--- src/rtl/aud_take_ctrl_pkg.sv ---
// Shared types for the take controller: FSM state codes, command pulse bundle, slot base helper.
// Pure declarations; no timing or flow-control behaviour of its own.
package aud_pkg;

    localparam int SEC_W = 7;

    typedef enum logic [2:0] {
        S_IDLE   = 3'd0,
        S_I2C    = 3'd1,
        S_WAIT   = 3'd2,
        S_RECD   = 3'd3,
        S_RPAUSE = 3'd4,
        S_TAKEN  = 3'd5,
        S_PLAY   = 3'd6,
        S_PPAUSE = 3'd7
    } take_state_e;

    typedef struct packed {
        logic rec_start;
        logic rec_pause;
        logic rec_stop;
        logic play_start;
        logic play_pause;
        logic play_stop;
    } cmd_t;

    // Slots are equal power-of-two sized, so a slot base is just the index in the top address bits.
    function automatic logic [31:0] take_base(input logic [31:0] sel, input int addr_w, input int tk_w);
        return sel << (addr_w - tk_w);
    endfunction

endpackage

--- src/rtl/aud_take_ctrl_if.sv ---
// Key/status inputs and command/status outputs of the take controller.
// master = controller side, slave = surrounding recorder/DSP/key logic.
interface aud_take_ctrl_if #(
    parameter int ADDR_W    = 20,
    parameter int NUM_TAKES = 4
);
    import aud_pkg::*;

    localparam int TK_W = $clog2(NUM_TAKES);

    logic                 i_key_rec;
    logic                 i_key_stop;
    logic                 i_key_play;
    logic [TK_W-1:0]      i_take_sel;
    logic                 i_i2c_done;
    logic [ADDR_W-1:0]    i_rec_addr;
    logic [ADDR_W-1:0]    i_play_addr;
    logic                 i_play_done;

    logic                 o_i2c_start;
    logic                 o_rec_start;
    logic                 o_rec_pause;
    logic                 o_rec_stop;
    logic                 o_play_start;
    logic                 o_play_pause;
    logic                 o_play_stop;
    logic [ADDR_W-1:0]    o_take_base;
    logic [ADDR_W-1:0]    o_take_end;
    logic [NUM_TAKES-1:0] o_take_valid;
    logic [SEC_W-1:0]     o_sec;
    logic [2:0]           o_state;

    modport master (
        input  i_key_rec, i_key_stop, i_key_play, i_take_sel, i_i2c_done,
               i_rec_addr, i_play_addr, i_play_done,
        output o_i2c_start, o_rec_start, o_rec_pause, o_rec_stop,
               o_play_start, o_play_pause, o_play_stop,
               o_take_base, o_take_end, o_take_valid, o_sec, o_state
    );

    modport slave (
        output i_key_rec, i_key_stop, i_key_play, i_take_sel, i_i2c_done,
               i_rec_addr, i_play_addr, i_play_done,
        input  o_i2c_start, o_rec_start, o_rec_pause, o_rec_stop,
               o_play_start, o_play_pause, o_play_stop,
               o_take_base, o_take_end, o_take_valid, o_sec, o_state
    );

endinterface

--- src/rtl/aud_take_ctrl_table.sv ---
// Per-slot stop-address registers plus finished-take valid vector.
// Write/clear take effect the cycle after the strobe; read is combinational; never stalls.
module aud_take_table #(
    parameter int ADDR_W    = 20,
    parameter int NUM_TAKES = 4,
    parameter int TK_W      = $clog2(NUM_TAKES)
) (
    input  logic                 clk,
    input  logic                 rst,
    input  logic                 wr_en,
    input  logic                 clr,
    input  logic [TK_W-1:0]      wr_idx,
    input  logic [ADDR_W-1:0]    wr_addr,
    input  logic [TK_W-1:0]      rd_idx,
    output logic [ADDR_W-1:0]    rd_addr,
    output logic [NUM_TAKES-1:0] valid
);

    logic [ADDR_W-1:0] end_q [NUM_TAKES];

    always_ff @(posedge clk) begin
        if (rst) begin
            for (int i = 0; i < NUM_TAKES; i++) end_q[i] <= '0;
            valid <= '0;
        end else if (wr_en) begin
            end_q[wr_idx] <= wr_addr;
            valid[wr_idx] <= 1'b1;
        end else if (clr) begin
            valid[wr_idx] <= 1'b0;
        end
    end

    assign rd_addr = end_q[rd_idx];

endmodule

--- src/rtl/aud_take_ctrl.sv ---
// Record/play session FSM over NUM_TAKES SRAM slots; command pulses one cycle after the key.
// No backpressure: keys are pulses, illegal ones dropped. `AUD_LOOP_PLAY_EN makes play_done restart playback.
module aud_take_ctrl
    import aud_pkg::*;
#(
    parameter int ADDR_W    = 20,
    parameter int NUM_TAKES = 4,
    parameter int SEC_SHIFT = 15
) (
    input  logic           i_clk,
    input  logic           i_rst,
    aud_take_ctrl_if.master bus
);

    localparam int TK_W    = $clog2(NUM_TAKES);
    localparam int SLOT_W  = ADDR_W - TK_W;
    localparam int SEC_MAX = (1 << SEC_W) - 1;

    take_state_e          state, state_nxt;
    cmd_t                 cmd_q, cmd_nxt;
    logic [TK_W-1:0]      slot;
    logic                 slot_ld;
    logic                 tbl_wr, tbl_clr;
    logic [TK_W-1:0]      tbl_idx;
    logic [ADDR_W-1:0]    end_rd;
    logic [NUM_TAKES-1:0] valid;
    logic [ADDR_W-1:0]    base, last;
    logic [ADDR_W-1:0]    act_addr, offset;
    logic                 act_en;
    logic [SEC_W-1:0]     sec;

    assign base = ADDR_W'(take_base(32'(slot), ADDR_W, TK_W));
    assign last = base | {{TK_W{1'b0}}, {SLOT_W{1'b1}}};

    aud_take_table #(
        .ADDR_W    (ADDR_W),
        .NUM_TAKES (NUM_TAKES),
        .TK_W      (TK_W)
    ) u_table (
        .clk     (i_clk),
        .rst     (i_rst),
        .wr_en   (tbl_wr),
        .clr     (tbl_clr),
        .wr_idx  (tbl_idx),
        .wr_addr (bus.i_rec_addr),
        .rd_idx  (slot),
        .rd_addr (end_rd),
        .valid   (valid)
    );

    always_ff @(posedge i_clk) begin
        if (i_rst) begin
            state <= S_IDLE;
            cmd_q <= '0;
            slot  <= '0;
        end else begin
            state <= state_nxt;
            cmd_q <= cmd_nxt;
            if (slot_ld) slot <= bus.i_take_sel;
        end
    end

    // Within each state the branch order encodes stop/full/done > rec > play.
    always_comb begin
        state_nxt = state;
        cmd_nxt   = '0;
        slot_ld   = 1'b0;
        tbl_wr    = 1'b0;
        tbl_clr   = 1'b0;
        tbl_idx   = slot;
        case (state)
            S_IDLE: state_nxt = S_I2C;
            S_I2C: if (bus.i_i2c_done) state_nxt = S_WAIT;
            S_WAIT, S_TAKEN: begin
                if (bus.i_key_rec) begin
                    slot_ld           = 1'b1;
                    tbl_clr           = 1'b1;
                    tbl_idx           = bus.i_take_sel;
                    cmd_nxt.rec_start = 1'b1;
                    state_nxt         = S_RECD;
                end else if (state == S_TAKEN && bus.i_key_play) begin
                    slot_ld = 1'b1;
                    if (valid[bus.i_take_sel]) begin
                        cmd_nxt.play_start = 1'b1;
                        state_nxt          = S_PLAY;
                    end
                end
            end
            S_RECD, S_RPAUSE: begin
                if (bus.i_key_stop || bus.i_rec_addr == last) begin
                    tbl_wr           = 1'b1;
                    cmd_nxt.rec_stop = 1'b1;
                    state_nxt        = S_TAKEN;
                end else if (bus.i_key_rec) begin
                    cmd_nxt.rec_pause = 1'b1;
                    state_nxt         = (state == S_RECD) ? S_RPAUSE : S_RECD;
                end
            end
            S_PLAY: begin
                if (bus.i_key_stop) begin
                    cmd_nxt.play_stop = 1'b1;
                    state_nxt         = S_TAKEN;
                end else if (bus.i_play_done) begin
`ifdef AUD_LOOP_PLAY_EN
                    cmd_nxt.play_start = 1'b1;
`else
                    cmd_nxt.play_stop  = 1'b1;
                    state_nxt          = S_TAKEN;
`endif
                end else if (bus.i_key_play) begin
                    cmd_nxt.play_pause = 1'b1;
                    state_nxt          = S_PPAUSE;
                end
            end
            S_PPAUSE: begin
                if (bus.i_key_stop) begin
                    cmd_nxt.play_stop = 1'b1;
                    state_nxt         = S_TAKEN;
                end else if (bus.i_key_play) begin
                    cmd_nxt.play_pause = 1'b1;
                    state_nxt          = S_PLAY;
                end
            end
            default: state_nxt = S_IDLE;
        endcase
    end

    always_comb begin
        act_addr = '0;
        act_en   = 1'b0;
        case (state)
            S_RECD, S_RPAUSE: begin act_addr = bus.i_rec_addr;  act_en = 1'b1; end
            S_PLAY, S_PPAUSE: begin act_addr = bus.i_play_addr; act_en = 1'b1; end
            default: ;
        endcase
        offset = (act_addr - base) >> SEC_SHIFT;
        if (!act_en)                        sec = '0;
        else if (offset > ADDR_W'(SEC_MAX)) sec = SEC_W'(SEC_MAX);
        else                                sec = offset[SEC_W-1:0];
    end

    assign bus.o_i2c_start  = (state == S_I2C);
    assign bus.o_rec_start  = cmd_q.rec_start;
    assign bus.o_rec_pause  = cmd_q.rec_pause;
    assign bus.o_rec_stop   = cmd_q.rec_stop;
    assign bus.o_play_start = cmd_q.play_start;
    assign bus.o_play_pause = cmd_q.play_pause;
    assign bus.o_play_stop  = cmd_q.play_stop;
    assign bus.o_take_base  = base;
    assign bus.o_take_end   = end_rd;
    assign bus.o_take_valid = valid;
    assign bus.o_sec        = sec;
    assign bus.o_state      = state;

endmodule

--- src/flat_wrapper.sv ---
// flat-port wrapper written by rule: the top's interface ports become plain ports
module aud_take_ctrl_flat import aud_pkg::*;
#(
    parameter int ADDR_W    = 20,
    parameter int NUM_TAKES = 4,
    parameter int SEC_SHIFT = 15
)
  (i_clk, i_rst, bus_i_key_rec, bus_i_key_stop, bus_i_key_play, bus_i_take_sel, bus_i_i2c_done, bus_i_rec_addr, bus_i_play_addr, bus_i_play_done, bus_o_i2c_start, bus_o_rec_start, bus_o_rec_pause, bus_o_rec_stop, bus_o_play_start, bus_o_play_pause, bus_o_play_stop, bus_o_take_base, bus_o_take_end, bus_o_take_valid, bus_o_sec, bus_o_state);
  aud_take_ctrl_if #(.ADDR_W(ADDR_W), .NUM_TAKES(NUM_TAKES)) bus_i ();
  input  logic i_clk;
  input  logic i_rst;
  input wire logic [$bits(bus_i.i_key_rec)-1:0] bus_i_key_rec;
  input wire logic [$bits(bus_i.i_key_stop)-1:0] bus_i_key_stop;
  input wire logic [$bits(bus_i.i_key_play)-1:0] bus_i_key_play;
  input wire logic [$bits(bus_i.i_take_sel)-1:0] bus_i_take_sel;
  input wire logic [$bits(bus_i.i_i2c_done)-1:0] bus_i_i2c_done;
  input wire logic [$bits(bus_i.i_rec_addr)-1:0] bus_i_rec_addr;
  input wire logic [$bits(bus_i.i_play_addr)-1:0] bus_i_play_addr;
  input wire logic [$bits(bus_i.i_play_done)-1:0] bus_i_play_done;
  output wire logic [$bits(bus_i.o_i2c_start)-1:0] bus_o_i2c_start;
  output wire logic [$bits(bus_i.o_rec_start)-1:0] bus_o_rec_start;
  output wire logic [$bits(bus_i.o_rec_pause)-1:0] bus_o_rec_pause;
  output wire logic [$bits(bus_i.o_rec_stop)-1:0] bus_o_rec_stop;
  output wire logic [$bits(bus_i.o_play_start)-1:0] bus_o_play_start;
  output wire logic [$bits(bus_i.o_play_pause)-1:0] bus_o_play_pause;
  output wire logic [$bits(bus_i.o_play_stop)-1:0] bus_o_play_stop;
  output wire logic [$bits(bus_i.o_take_base)-1:0] bus_o_take_base;
  output wire logic [$bits(bus_i.o_take_end)-1:0] bus_o_take_end;
  output wire logic [$bits(bus_i.o_take_valid)-1:0] bus_o_take_valid;
  output wire logic [$bits(bus_i.o_sec)-1:0] bus_o_sec;
  output wire logic [$bits(bus_i.o_state)-1:0] bus_o_state;
  assign bus_i.i_key_rec = bus_i_key_rec;
  assign bus_i.i_key_stop = bus_i_key_stop;
  assign bus_i.i_key_play = bus_i_key_play;
  assign bus_i.i_take_sel = bus_i_take_sel;
  assign bus_i.i_i2c_done = bus_i_i2c_done;
  assign bus_i.i_rec_addr = bus_i_rec_addr;
  assign bus_i.i_play_addr = bus_i_play_addr;
  assign bus_i.i_play_done = bus_i_play_done;
  assign bus_o_i2c_start = bus_i.o_i2c_start;
  assign bus_o_rec_start = bus_i.o_rec_start;
  assign bus_o_rec_pause = bus_i.o_rec_pause;
  assign bus_o_rec_stop = bus_i.o_rec_stop;
  assign bus_o_play_start = bus_i.o_play_start;
  assign bus_o_play_pause = bus_i.o_play_pause;
  assign bus_o_play_stop = bus_i.o_play_stop;
  assign bus_o_take_base = bus_i.o_take_base;
  assign bus_o_take_end = bus_i.o_take_end;
  assign bus_o_take_valid = bus_i.o_take_valid;
  assign bus_o_sec = bus_i.o_sec;
  assign bus_o_state = bus_i.o_state;
  aud_take_ctrl #(.ADDR_W(ADDR_W), .NUM_TAKES(NUM_TAKES), .SEC_SHIFT(SEC_SHIFT)) u_core (.i_clk(i_clk), .i_rst(i_rst), .bus(bus_i));
endmodule
--- config.mk ---
export PLATFORM = sky130hd
export DESIGN_NAME = aud_take_ctrl_flat
export DESIGN_NICKNAME = d
export VERILOG_FILES = /design/src/rtl/aud_take_ctrl_pkg.sv /design/src/rtl/aud_take_ctrl_if.sv /design/src/rtl/aud_take_ctrl_table.sv /design/src/rtl/aud_take_ctrl.sv /design/src/flat_wrapper.sv
export SDC_FILE = /design/constraint.sdc
export NUM_CORES = 1
export LEC_CHECK = 0
export CAP_MARGIN = 5
export CORE_MARGIN = 2
export CORE_UTILIZATION = 55
export CTS_BUF_LIST = sky130_fd_sc_hd__clkbuf_4 sky130_fd_sc_hd__clkbuf_8
export DETAILED_ROUTE_END_ITERATION = 16
export PLACE_DENSITY = 0.87
export SYNTH_ARGS = -nofsm -noshare
export SYNTH_HDL_FRONTEND = slang
export SYNTH_SLANG_ARGS = --single-unit
--- constraint.sdc ---
create_clock -name i_clk -period 7.57 [get_ports i_clk]
set_input_delay 2.271 -clock i_clk [delete_from_list [all_inputs] [get_ports i_clk]]
set_output_delay 2.271 -clock i_clk [all_outputs]
set_load 0.005 [all_outputs]
# Word level (Yosys, flattened, before mapping)
# Memory sizes are Yosys's and may differ from the RTL's. A register that Yosys moved wholly into a read port is not among the register bits.
# Index checks and enable logic that the tools add are counted.
dict set report word_totals {
  register_bits 15
  latchBits 0
  ram_bits 80
  mem_bits_ro 0
  in_bits 49
  word_cells 100
  n_memories 1
}
dict set report op_classes {
  addsub 1
  multipliers 0
  n_div 0
  n_lt_le_gt_ge 4
  eq_ne 14
  shifts 0
  muxes 51
  bitwise 6
  reduce_logical 14
}
# memory words word_bits read_ports rd_clocked_by_memory_dff wr line_no
set memory_table {}
lappend memory_table {u_core.u_table.end_q 4 20 1 1 4 aud_take_ctrl_table.sv:19} ;# logic [ADDR_W-1:0] end_q [NUM_TAKES];
# cell n
set op_table {}
lappend op_table {{20-bit one-hot mux with 2 select lines} 1}
lappend op_table {{3-bit 2-to-1 mux} 12}
lappend op_table {{1-bit 2-to-1 mux} 24}
lappend op_table {{20-bit equality test} 1}
lappend op_table {{20-bit 2-to-1 mux} 1}
lappend op_table {{20-bit OR reduction} 1}
lappend op_table {{20-bit subtractor} 1}
lappend op_table {{3-bit one-hot mux with 6 select lines} 1}
lappend op_table {{7-bit 2-to-1 mux} 2}
lappend op_table {{3-bit equality test, second input constant} 4}
lappend op_table {{2-bit 2-to-1 mux} 5}
lappend op_table {{3-bit by 2-bit inequality test with 1-bit output, second input constant} 3}
lappend op_table {{4-bit 2-to-1 mux} 2}
lappend op_table {{2-bit OR reduction} 4}
lappend op_table {{4-bit OR reduction} 2}
lappend op_table {{5-bit by 7-bit > comparator with 1-bit output, second input constant} 1}
lappend op_table {{3-bit by 2-bit equality test with 1-bit output, second input constant} 2}
lappend op_table {{2-bit by 3-bit less-than comparator with 1-bit output, second input constant} 2}
lappend op_table {{6-bit AND reduction} 1}
lappend op_table {{4-bit AND} 1}
lappend op_table {{4-bit inequality test, second input constant} 1}
lappend op_table {{4-bit inverter} 1}
lappend op_table {{4-bit bitwise OR} 1}
lappend op_table {{2-bit one-hot mux with 2 select lines} 1}
lappend op_table {{other kinds (12)} 15}

# Depth between registers and ports, before layout
dict set report depth {
  ltp_word 11
  depth_mapped 9
  depth_no_buf 7
}

# Cells and area by module
# From an unflattened synthesis, not the netlist that was laid out.
dict set report hier_totals {
  hier_cells 357
  hier_area_um2 4728.3
}
# mod instances cells_per_inst area_each_um2
set by_module_without_submodules {}
lappend by_module_without_submodules {aud_take_table 1 220 3701.0}
lappend by_module_without_submodules {aud_take_ctrl 1 137 1027.2}

# Least setup slack after synthesis
# Ideal clock, no wire load.
dict set report synth_path {
  path_kind {input port to output port}
  start {input bus_i_play_addr[18]}
  end {output bus_o_sec[4]}
  arrival_time_ps 2981
  t_required_ps 5299
  setup_slack_ps 2318
  stages 5
  cell_sequence {a22oi_1 ha_1 xor2_1 a221oi_1 a21oi_1}
}
dict set report synth_between {
  elab_chain_cells 5
}
# item line_no
set synth_rtl {}
lappend synth_rtl {{start, declared} flat_wrapper.sv:18} ;# input wire logic [$bits(bus_i.i_play_addr)-1:0] bus_i_play_addr;
lappend synth_rtl {{20-bit one-hot mux with 2 select lines *} aud_take_ctrl.sv:131} ;# case (state)
lappend synth_rtl {{20-bit subtractor *} aud_take_ctrl.sv:136} ;# offset = (act_addr - base) >> SEC_SHIFT;
lappend synth_rtl {{5-bit by 7-bit > comparator with 1-bit output} aud_take_ctrl.sv:138} ;# else if (offset > ADDR_W'(SEC_MAX)) sec = SEC_W'(SEC_MAX);
lappend synth_rtl {{7-bit 2-to-1 mux *} aud_take_ctrl.sv:138}
lappend synth_rtl {{7-bit 2-to-1 mux *} aud_take_ctrl.sv:137} ;# if (!act_en) sec = '0;
lappend synth_rtl {{end, declared} flat_wrapper.sv:30} ;# output wire logic [$bits(bus_i.o_sec)-1:0] bus_o_sec;
# Every way passes the cells marked *; elsewhere a longest branch is shown, timed or not.

# Worst setup path in the final report
dict set report layout_path {
  start {input bus_i_rec_addr[18]}
  end {output bus_o_sec[4]}
}
dict set report layout_between {
  elab_chain_cells 5
}
# item line_no
set layout_rtl {}
lappend layout_rtl {{start, declared} flat_wrapper.sv:17} ;# input wire logic [$bits(bus_i.i_rec_addr)-1:0] bus_i_rec_addr;
lappend layout_rtl {{20-bit one-hot mux with 2 select lines *} aud_take_ctrl.sv:131}
lappend layout_rtl {{20-bit subtractor *} aud_take_ctrl.sv:136}
lappend layout_rtl {{5-bit by 7-bit > comparator with 1-bit output} aud_take_ctrl.sv:138}
lappend layout_rtl {{7-bit 2-to-1 mux *} aud_take_ctrl.sv:138}
lappend layout_rtl {{7-bit 2-to-1 mux *} aud_take_ctrl.sv:137}
# Marked as above.

==> results by group <==
Outcome
  – Status: complete, no violations

Critical path
  – Most frequent CP cell: clkdlybuf4s50_1
  – Critical Path Fanout Max: 6
  – Worst Setup Path Type: in2out
  – Critical Path Sink Type: primary output
  – Highest-delay cell along the critical path: clkdlybuf4s50_1
  – WP buf/inv: 2
  – Kind of cell adding the most delay to the critical path: buffers and inverters
  – Worst setup SP type: primary input
  – CP max stage delay: 0.54 ns
  – Worst path required time: 5.30 ns
  – Crit-path cells: clkdlybuf4s50_1 -> a22oi_1 -> ha_1 -> xor2_1 -> a221oi_1 -> a21oi_1 -> clkdlybuf4s50_1
  – Arrival time worst endpoint: 4.15 ns

Clock tree
  – PostCTS Resize Cnt: 0
  – CTS tree: built
  – CTS hold repair buffers: 0
  – CTS root buffer: clkbuf_8
  – Post-CTS setup buffers: 0
  – Clock transition at path regs: 0.09 ns
  – Max Root-Sink Buffers: 2
  – Later-pin clock latency in the skew report: 0.36 ns
  – CTS H-Tree Depth: 3
  – Total CTS buffers: 9
  – TritonCTS Sinks: 97

Power and ir drop
  – Leak pwr: 2.21 nW
  – Psw: 312 uW
  – Clock power frac: 30.2%
  – Worst IR Drop VDD: 0.112 mV
  – Part of the power in registers: 52.0%
  – Int Power: 902 uW
  – Pwr Total: 1.21 mW
  – Switch share: 25.7%
  – Power Dens Cells: 212 nW/um^2
  – Part of the power in combinational logic: 17.8%

Floorplan
  – Die span in y: 97.4 microns
  – Rows: 34
  – Starting density of the core: 55.9%
  – Core footprint: 8590 sq um
  – Die width: 97.4 microns
  – I/O Pins: 110
  – Die Area: 9490 sq um

STA
  – Final setup margin: 1.15 ns
  – Final hold violation count: 0
  – Worst slew pin tran: 1.02 ns
  – RSZ-0062 raised after global routing: no
  – Period Utilization, post-route: 84.8%
  – Setup TNS: 0 ns
  – Max Freq: 0.156 GHz
  – Slew headroom: 32.1%
  – Max-slew violation count: 0
  – Final min period: 6.42 ns
  – Setup Viol. Count Final: 0
  – Clock Skew: 0.00347 ns

Synthesis
  – Seq cells post-synth: 97
  – Cell area after synthesis: 4800 sq um
  – Synth warn: 0
  – Top FF cell, synth: edfxtp_1
  – Asr flop ratio synth: 0%
  – EDFF count, synth: 80
  – Register area share after synthesis: 57.1%
  – Netlist cell types: 63
  – Cells after synthesis: 364
  – Post-synthesis area per instance: 13.2 sq um

Finish
  – Syn-to-layout area delta: 19.3%
  – ANT cells: 0
  – Share of layout cells above drive strength 1: 14.7%
  – # nets final: 480
  – Non-Filler Instances: 543
  – FILL cells: 627
  – Most frequent cells in the layout: 80 x edfxtp_1, 74 x clkdlybuf4s50_1, 39 x and3_1
  – Most common cell after layout, fill and taps aside: edfxtp_1
  – Design area: 5730 sq um

Place
  – Pre-CTS WS: 1.15 ns
  – GPL Wtd Cong: 0.891
  – Dpl cells: 527
  – DP Area: 5510 sq um
  – Detailed placement HPWL: 6750 microns
  – Port Buffer Count: 74

GRT
  – Gr usage total: 21.9%
  – Initial antenna violation count: 0
  – Largest net degree at the start of global routing: 63
  – Vias in the first global route: 3115
  – Grt total ovfl: 0
  – First-pass GRT wire length: 16100 microns

Run
  – Max Cap Violations: 0

Worst hold path
  – Hold Path Class: reg2reg

Routing
  – Via count: 3159
  – DR pass1 iterations: 4
  – Post-route ant nets: 0
  – Drt via density: 5.82
  – WL/cell: 18.9 microns
  – Routed WL: 10200 microns
  – DR DRC count: 0
  – Initial DRC Count: 229
[cells in the mapped netlist (3+ instances only)]
cell / instances / area (sq um)
buf_2: 5 / 25.0
clkbuf_8: 3 / 41.3
a22o_1: 3 / 26.3
xor2_1: 3 / 26.3
edfxtp_1: 80 / 2400
a21oi_1: 9 / 45.0
and2_1: 38 / 238
buf_4: 20 / 150
nand2_1: 14 / 52.6
mux4_2: 20 / 450
dfxtp_1: 17 / 340
nor3_1: 6 / 30.0
o21ai_0: 7 / 35.0
a211oi_1: 3 / 22.5
nor2_1: 13 / 48.8
inv_1: 10 / 37.5
clkbuf_1: 14 / 52.6
nand4_1: 4 / 25.0
nand3_1: 4 / 20.0
and3_1: 39 / 244
[state kept, by name, summed over array words and instances (netlist names), named ones only]
name	count
u_core.bus.o_play_pause	1
u_core.bus.o_play_stop	1
u_core.bus.o_play_start	1
u_core.slot	2
u_core.bus.o_rec_start	1
u_core.bus.o_state	3
u_core.bus.o_rec_pause	1
u_core.bus.o_rec_stop	1
u_core.u_table.end_q	80
[tightest hold or removal path, stage by stage, from the launching register on]
cell	delay [ns]
dfxtp_1	0.34
o211ai_1	0.08
nand2b_1	0.05
[path summary, 6_finish.rpt]
| kind | slack [ns] | end | start | cells after the start |
|---|---|---|---|---|
| setup / recovery | 1.15 | bus_o_sec[4] | bus_i_rec_addr[18] | 7 |
| hold / removal | 0.51 | flop | flop | 2 |
| setup reg to reg | 4.19 | u_core.u_table.end_q[1][0] | u_core.bus.o_state[2] | 6 |
| hold reg to reg | 0.51 | flop | flop | 2 |
[cell type report]
| type | count | area [sq um] | share of cell area [%] |
|---|---|---|---|
| Sequential cell | 97 | 2740 | 47.9 |
| Multi-Input combinational cell | 232 | 1810 | 31.6 |
| Timing Repair Buffer | 80 | 786 | 13.7 |
| Tap cell | 108 | 135 | 2.36 |
| Clock buffer | 9 | 124 | 2.16 |
| Clock inverter | 7 | 93.8 | 1.64 |
| Inverter | 10 | 37.5 | 0.655 |
[per-layer routing]
layer / track usage, % / vias up / wire [microns]
li1: - / 1450 / -
met1: 28.1 / 1565 / 4180
met2: 37.2 / 129 / 5190
met3: 4.68 / 15 / 705
met4: 7.69 / 0 / 174
met5: 0 / - / 0
[power by group through the flow]
stage	Combinational (mW)	Sequential, mW	Clock, mW
4_1_cts	0.217	0.631	0.370
3_3_place_gp	0.212	0.642	0
3_5_place_dp	0.216	0.643	0
5_1_grt	0.234	0.636	0.390
2_1_floorplan	0.142	0.626	0
6_report	0.216	0.632	0.366
[cell families (layout without fill, tap and decap cells)]
| group | after synthesis | count (layout) | synth area share, % |
|---|---|---|---|
| AO/OA/AOI/OAI | 43 | 43 | 6.96 |
| other | 1 | 20 | 0.0781 |
| adder cells (fa/ha/maj) | 1 | 1 | 0.261 |
| multiplexers | 24 | 24 | 10.3 |
| buffers and inverters | 54 | 106 | 6.78 |
| AND/OR/NAND/NOR | 141 | 141 | 18.0 |
| XOR/XNOR | 3 | 3 | 0.547 |
| flip-flops | 97 | 97 | 57.1 |
[through the flow]
stage,hold slack [ns],util [%]
after detailed placement,0.500,64.1
after CTS,0.512,66.6
after global routing,0.542,66.6
after floorplan,0.477,-
final,0.506,66.6
after global placement,0.488,64.1
Note: power is estimated with default switching activity, not from simulation.
